File: config.mk
export PLATFORM = sky130hd
export DESIGN_NAME = bcd_display_scanner_flat
export DESIGN_NICKNAME = d
export VERILOG_FILES = /design/src/rtl/bcd_display_scanner_if.sv /design/src/rtl/bcd_display_scanner.sv /design/src/flat_wrapper.sv
export SDC_FILE = /design/constraint.sdc
export NUM_CORES = 1
export LEC_CHECK = 0
export BUFFER_PORTS_ARGS = -buffer_cell sky130_fd_sc_hd__buf_2
export CAP_MARGIN = 20
export CORE_MARGIN = 1.5
export CORE_UTILIZATION = 24
export CTS_CLUSTER_SIZE = 10
export DETAILED_ROUTE_END_ITERATION = 10
export PLACE_DENSITY = 0.38
export SETUP_SLACK_MARGIN = 0.5
export SLEW_MARGIN = 20
export SYNTH_ARGS = -nofsm -noshare
export SYNTH_HDL_FRONTEND = slang
export SYNTH_SLANG_ARGS = --single-unit
File: constraint.sdc
create_clock -name Clk -period 4.32 [get_ports Clk]
set_clock_uncertainty 0.2 [all_clocks]
set_input_delay 0.216 -clock Clk [delete_from_list [all_inputs] [get_ports Clk]]
set_output_delay 0.216 -clock Clk [all_outputs]
set_load 0.05 [all_outputs]
File: src/rtl/bcd_display_scanner_if.sv
// bcd_display_scanner_if: value/handshake inputs and segment/anode outputs of the scanner
interface bcd_display_scanner_if #(
  parameter int NUM_CH     = 2,
  parameter int DIG_PER_CH = 4,
  parameter int IN_W       = 16
);
  localparam int N = NUM_CH * DIG_PER_CH;
  logic [NUM_CH*IN_W-1:0] Number;
  logic                   Load;
  logic [NUM_CH-1:0]      Blank_en;
  logic                   Busy;
  logic [6:0]             out7;
  logic [N-1:0]           en_out;
  modport master (output Number, Load, Blank_en, input Busy, out7, en_out);
  modport slave  (input Number, Load, Blank_en, output Busy, out7, en_out);
endinterface

File: src/rtl/bcd_display_scanner.sv
// bcd_display_scanner: sequential double-dabble BCD conversion feeding a multiplexed 7-segment scan
module bcd_display_scanner #(
  parameter int NUM_CH     = 2,
  parameter int DIG_PER_CH = 4,
  parameter int IN_W       = 16,
  parameter int REFRESH_B  = 17
) (
  input logic Clk,
  input logic Rst_n,
  bcd_display_scanner_if.slave bus
);
  localparam int N     = NUM_CH * DIG_PER_CH;
  localparam int BCD_D = (IN_W * 3) / 10 + 2;
  localparam int BW    = (BCD_D > DIG_PER_CH ? BCD_D : DIG_PER_CH) + 1;
  localparam int CW    = NUM_CH > 1 ? $clog2(NUM_CH) : 1;
  localparam int SW    = DIG_PER_CH > 1 ? $clog2(DIG_PER_CH) : 1;
  localparam int BIW   = $clog2(IN_W);
  localparam logic [CW-1:0]  CH_LAST = CW'(NUM_CH - 1);
  localparam logic [SW-1:0]  SD_LAST = SW'(DIG_PER_CH - 1);
  localparam logic [BIW-1:0] BI_LAST = BIW'(IN_W - 1);
  typedef enum logic [1:0] {IDLE, CONV, COMMIT} state_t;
  state_t                   state;
  logic [NUM_CH*IN_W-1:0]   sh;
  logic [IN_W-1:0]          bin, cur_bin, bin_nx;
  logic [BW*4-1:0]          bcd, cur_bcd, adj, bcd_nx;
  logic [CW-1:0]            ch, sc;
  logic [BIW-1:0]           bi;
  logic [SW-1:0]            sd;
  logic [DIG_PER_CH*4-1:0]  pend [NUM_CH];
  logic [DIG_PER_CH*4-1:0]  disp [NUM_CH];
  logic [DIG_PER_CH*4-1:0]  hi;
  logic [NUM_CH-1:0]        povf, ovf;
  logic [REFRESH_B-1:0]     presc;
  logic [N-1:0]             ring;
  logic [3:0]               cur_d;
  logic [6:0]               dec, seg;
  logic                     blank;
  // one double-dabble step: a new channel starts from its shadow value with a cleared BCD register
  always_comb begin
    cur_bcd = bi == '0 ? '0 : bcd;
    cur_bin = bi == '0 ? sh[ch*IN_W +: IN_W] : bin;
    adj = '0;
    for (int i = 0; i < BW; i++)
      adj[i*4 +: 4] = cur_bcd[i*4 +: 4] >= 4'd5 ? cur_bcd[i*4 +: 4] + 4'd3 : cur_bcd[i*4 +: 4];
    {bcd_nx, bin_nx} = {adj, cur_bin} << 1;
  end
  // capture, convert every channel into a pending buffer, then commit all channels at once
  always_ff @(posedge Clk) begin
    if (!Rst_n) begin
      state <= IDLE;
      bus.Busy <= 1'b0;
      sh <= '0;
      bin <= '0;
      bcd <= '0;
      ch <= '0;
      bi <= '0;
      ovf <= '0;
      povf <= '0;
      for (int i = 0; i < NUM_CH; i++) disp[i] <= '0;
    end else begin
      case (state)
        IDLE: if (bus.Load) begin
          sh <= bus.Number;
          ch <= '0;
          bi <= '0;
          bus.Busy <= 1'b1;
          state <= CONV;
        end
        CONV: begin
          bcd <= bcd_nx;
          bin <= bin_nx;
          bi <= bi == BI_LAST ? '0 : bi + 1'b1;
          if (bi == BI_LAST) begin
            pend[ch] <= bcd_nx[DIG_PER_CH*4-1:0];
            povf[ch] <= |bcd_nx[BW*4-1:DIG_PER_CH*4];
            ch <= ch + 1'b1;
            if (ch == CH_LAST) state <= COMMIT;
          end
        end
        COMMIT: begin
          disp <= pend;
          ovf <= povf;
          bus.Busy <= 1'b0;
          state <= IDLE;
        end
        default: state <= IDLE;
      endcase
    end
  end
  // pick the digit under the scan position and apply overflow dash / leading-zero blanking
  always_comb begin
    cur_d = disp[sc][{sd, 2'b00} +: 4];
    hi = disp[sc] >> {sd, 2'b00};
    blank = bus.Blank_en[sc] && sd != '0 && hi == '0;
    case (cur_d)
      4'd0: dec = 7'b0000001;
      4'd1: dec = 7'b1001111;
      4'd2: dec = 7'b0010010;
      4'd3: dec = 7'b0000110;
      4'd4: dec = 7'b1001100;
      4'd5: dec = 7'b0100100;
      4'd6: dec = 7'b0100000;
      4'd7: dec = 7'b0001111;
      4'd8: dec = 7'b0000000;
      4'd9: dec = 7'b0000100;
      default: dec = 7'h7F;
    endcase
    seg = ovf[sc] ? 7'b1111110 : blank ? 7'h7F : dec;
  end
  // prescaled digit scan; the one-hot ring plus channel/digit counters avoid any divide
  always_ff @(posedge Clk) begin
    if (!Rst_n) begin
      presc <= '0;
      ring <= N'(1);
      sc <= '0;
      sd <= '0;
      bus.en_out <= '1;
      bus.out7 <= 7'h7F;
    end else begin
      presc <= presc + 1'b1;
      if (&presc) begin
        ring <= (ring << 1) | (ring >> (N - 1));
        sd <= sd == SD_LAST ? '0 : sd + 1'b1;
        if (sd == SD_LAST) sc <= sc == CH_LAST ? '0 : sc + 1'b1;
      end
      bus.en_out <= ~ring;
      bus.out7 <= seg;
    end
  end
endmodule

File: src/flat_wrapper.sv
// flat-port wrapper written by rule: the top's interface ports become plain ports
module bcd_display_scanner_flat 
#(
  parameter int NUM_CH     = 2,
  parameter int DIG_PER_CH = 4,
  parameter int IN_W       = 16,
  parameter int REFRESH_B  = 17
)
  (Clk, Rst_n, bus_Number, bus_Load, bus_Blank_en, bus_Busy, bus_out7, bus_en_out);
  bcd_display_scanner_if #(.NUM_CH(NUM_CH), .DIG_PER_CH(DIG_PER_CH), .IN_W(IN_W)) bus_i ();
  input logic Clk;
  input logic Rst_n;
  input wire logic [$bits(bus_i.Number)-1:0] bus_Number;
  input wire logic [$bits(bus_i.Load)-1:0] bus_Load;
  input wire logic [$bits(bus_i.Blank_en)-1:0] bus_Blank_en;
  output wire logic [$bits(bus_i.Busy)-1:0] bus_Busy;
  output wire logic [$bits(bus_i.out7)-1:0] bus_out7;
  output wire logic [$bits(bus_i.en_out)-1:0] bus_en_out;
  assign bus_i.Number = bus_Number;
  assign bus_i.Load = bus_Load;
  assign bus_i.Blank_en = bus_Blank_en;
  assign bus_Busy = bus_i.Busy;
  assign bus_out7 = bus_i.out7;
  assign bus_en_out = bus_i.en_out;
  bcd_display_scanner #(.NUM_CH(NUM_CH), .DIG_PER_CH(DIG_PER_CH), .IN_W(IN_W), .REFRESH_B(REFRESH_B)) u_core (.Clk(Clk), .Rst_n(Rst_n), .bus(bus_i));
endmodule
==> flow_summary.json <==
{
  "status": "finished with violations",
  "violations": "design-rule violations",
  "start_kind": "flip-flop",
  "max-vdd-ir-drop_v": 0.0003086,
  "yosys-top-cells-area": "dfxtp_1 37%, edfxtp_1 11%, nand2_1 10%, a21boi_0 8.3%, mux2i_1 4.1%",
  "die_h_um": 194.1,
  "drcViolationCount": 4,
  "wl_per_cell_um": 13.87,
  "syn_nets": 1012,
  "synth_top_area_share_pct": 37.01,
  "die_x_um": 194.1,
  "synth_edf_count": 32,
  "postRouteAntennaNets": 0,
  "synth_cell_types": 52,
  "cp_data_arrival_time_ps": 3480,
  "reg2regPathDepth": 10,
  "yosys_register_bits": 194,
  "syn_inst": 953,
  "wl_mm": 20.56,
  "cts_tree": "built",
  "grt_max_degree": 81,
  "rr_endpoint": "u_core.povf[0]",
  "fin_nets": 1068,
  "io-pin-count": 53,
  "power_leakage_nw": 3.679,
  "async_flop_share_pct": 0,
  "worstSetupPathType": "flip-flop to flip-flop",
  "dp.cells": 1418,
  "startpoint": "u_core.bi[0]",
  "vias": 6532,
  "worstSetupEndpointType": "flip-flop",
  "cts-root-buf": "clkbuf_16",
  "stdcell_area_um2": 10360,
  "drt-initial-drc-count": 377,
  "first_global_vias": 6416,
  "final_cell_mix": "233 x nand2_1, 162 x dfxtp_1, 97 x a21boi_0, 51 x buf_2, 42 x nor2_1",
  "drtPass1Iterations": 7,
  "worstMarginPinSlew_ps": 894.1,
  "totalNegativeSetupSlack_ps": 0,
  "fin_cells": 1483,
  "path_clk_slew_ps": 70,
  "r2r_slack_ps": 950,
  "hold_violations": 0,
  "syn_to_final_growth_pct": 18.21,
  "drv_cap": 0,
  "synth-seq-area-share_pct": 47.98,
  "core_um2": 35740,
  "cts_resized": 0,
  "cts_buffer_depth": 2,
  "track_usage_pct": 11.30,
  "clock-sinks": 194,
  "setup_violations": 0,
  "critPathRequiredTime_ps": 4420,
  "antenna_found_initial": 0,
  "diodes": 0,
  "power_density_nw_per_um2": 358.3,
  "io_buffers": 52,
  "layout-drive-gt1-share_pct": 11.15,
  "place_area_um2": 9457,
  "max_freq_mhz": 296.4,
  "crit_end": "u_core.povf[0]",
  "rsz0062_at_grt": "no",
  "die_area_um2": 37670,
  "final_common_cell": "nand2_1",
  "numCtsBuffers": 17,
  "start_util_pct": 24.52,
  "max-slew-margin-rel_pct": 40.18,
  "fin_crit_sh_pct": 78.11,
  "clk_latency_ps": 430,
  "routabilityCongestion": 0.7616,
  "syn_area_per_cell_um2": 9.194,
  "dp_hpwl_mm": 13.49,
  "grt_pass1_wl_mm": 34.16,
  "via_per_inst": 4.405,
  "rows": 69,
  "crit_path_max_fanout": 21,
  "ys.flop_type": "dfxtp_1",
  "yosysTopAreaCell": "dfxtp_1",
  "holdCritPathClass": "input pin to flip-flop",
  "yosysWarnings": 0,
  "r2r_start": "u_core.bi[0]",
  "drv_slew": 0,
  "htreeDepth": 4,
  "syn_area_um2": 8762,
  "period_minus_slack_ps": 3374,
  "overflow": 0
}
[per-layer routing]
layer | vias up | part of all wire [%] | track usage (%) | wire (um)
li1 | 3369 | - | - | -
met3 | 19 | 2.4 | 2.244 | 500
met5 | - | 0 | 0 | 0
met1 | 3053 | 49 | 14.27 | 9984
met2 | 91 | 47 | 19.22 | 9767
met4 | 0 | 1.5 | 3.704 | 312
[state kept, by name, indices dropped and copies added, names as in the netlist, 2 cells and up]
signal             count
u_core.sd              2
u_core.ring            8
u_core.disp           32
u_core.bus.out7        7
u_core.bin            15
u_core.bi              4
u_core.ovf             2
u_core.pend           32
u_core.presc          17
u_core.bcd            28
u_core.bus.en_out      8
u_core.state           2
u_core.povf            2
u_core.sh             32
[worst min-delay path by stage]
stage / from / cells after the start / endpoint / slack, ps
after detailed placement: u_core.ring[5] / 1 / u_core.bus.en_out[5] / 190
final: bus_Blank_en[0] / 5 / u_core.bus.out7[0] / 100
after global placement: u_core.ring[0] / 1 / u_core.bus.en_out[0] / 190
after floorplan: bus_Number[21] / 2 / u_core.sh[21] / 160
after CTS: bus_Blank_en[0] / 5 / u_core.bus.out7[0] / 90
after global routing: Rst_n / 3 / u_core.bus.out7[0] / 100
[repair_timing]
action / CTS / global route
hold endpoints to repair: 33 / 0
hold buffers: 33 / 0
buffers inserted: 0 / 0
[cells in the mapped netlist, types with 2 or more instances]
cell type,instances
and2_1,23
o22ai_1,5
nor4_1,3
nand2b_1,11
o211ai_1,15
o21ai_0,19
a211o_1,4
nor2b_1,27
mux2_2,3
a31oi_1,2
o2111ai_1,4
xor2_1,4
nand2_1,233
mux4_2,7
mux4_1,2
nor2_1,42
o21a_1,2
a22oi_1,9
nor3_1,12
mux2i_1,36
ha_1,22
buf_6,2
xnor2_1,15
or3_1,3
a21oi_1,25
mux2i_4,2
a21boi_0,97
and3_1,8
buf_2,8
nand3_1,20
nor3b_1,11
buf_1,4
inv_1,17
edfxtp_1,32
dfxtp_1,162
clkbuf_1,46
[power by group]
part           internal [W]  switching (W)  total, W
Clock              0.000813       0.000759   0.00157
Sequential          0.00187      0.0000243   0.00189
Combinational     0.0000955       0.000150  0.000245
Total               0.00278       0.000934   0.00371
[per-stage QoR]
stage	hold WS (ps)	power, W	worst slack [ps]	utilization (%)
3_3_place_gp	190.2	0.002165	966.9	26.46
4_1_cts	90.45	0.003787	867.7	28.98
3_5_place_dp	188.4	0.002166	881.6	26.46
5_1_grt	101.5	0.003892	586.0	28.98
2_1_floorplan	160.8	0.002086	1199	-
6_report	95.64	0.003711	945.7	28.98
[worst max-delay path, stage by stage (launching register included)]
cell	delay, ps
dfxtp_1	380
inv_1	70
ha_1	200
nand2_1	590
nand2_1	130
ha_1	310
a222oi_1	360
nand3_1	100
or3_1	320
nor4_1	460
a21oi_1	130
[cell type report]
cell class                      count  area [um2]
Clock inverter                     15       145.1
Timing Repair Buffer               97       683.2
Clock buffer                       17       425.4
Multi-Input combinational cell    682        4259
Sequential cell                   194        4204
Tap cell                          461       576.8
Inverter                           17       63.81
Fill cell                        3855       25380
[cells by family (layout without fill, tap and decap cells)]
group	Yosys count	in the layout	share of synthesized area, %
buf+inv	77	146	3.584
compound gates	191	191	15.29
mux	51	51	7.582
fa+ha+maj	22	22	3.141
simple gates	399	399	20.52
flops	194	194	47.98
xor+xnor	19	19	1.899
Power figures use the tool's default switching activity.
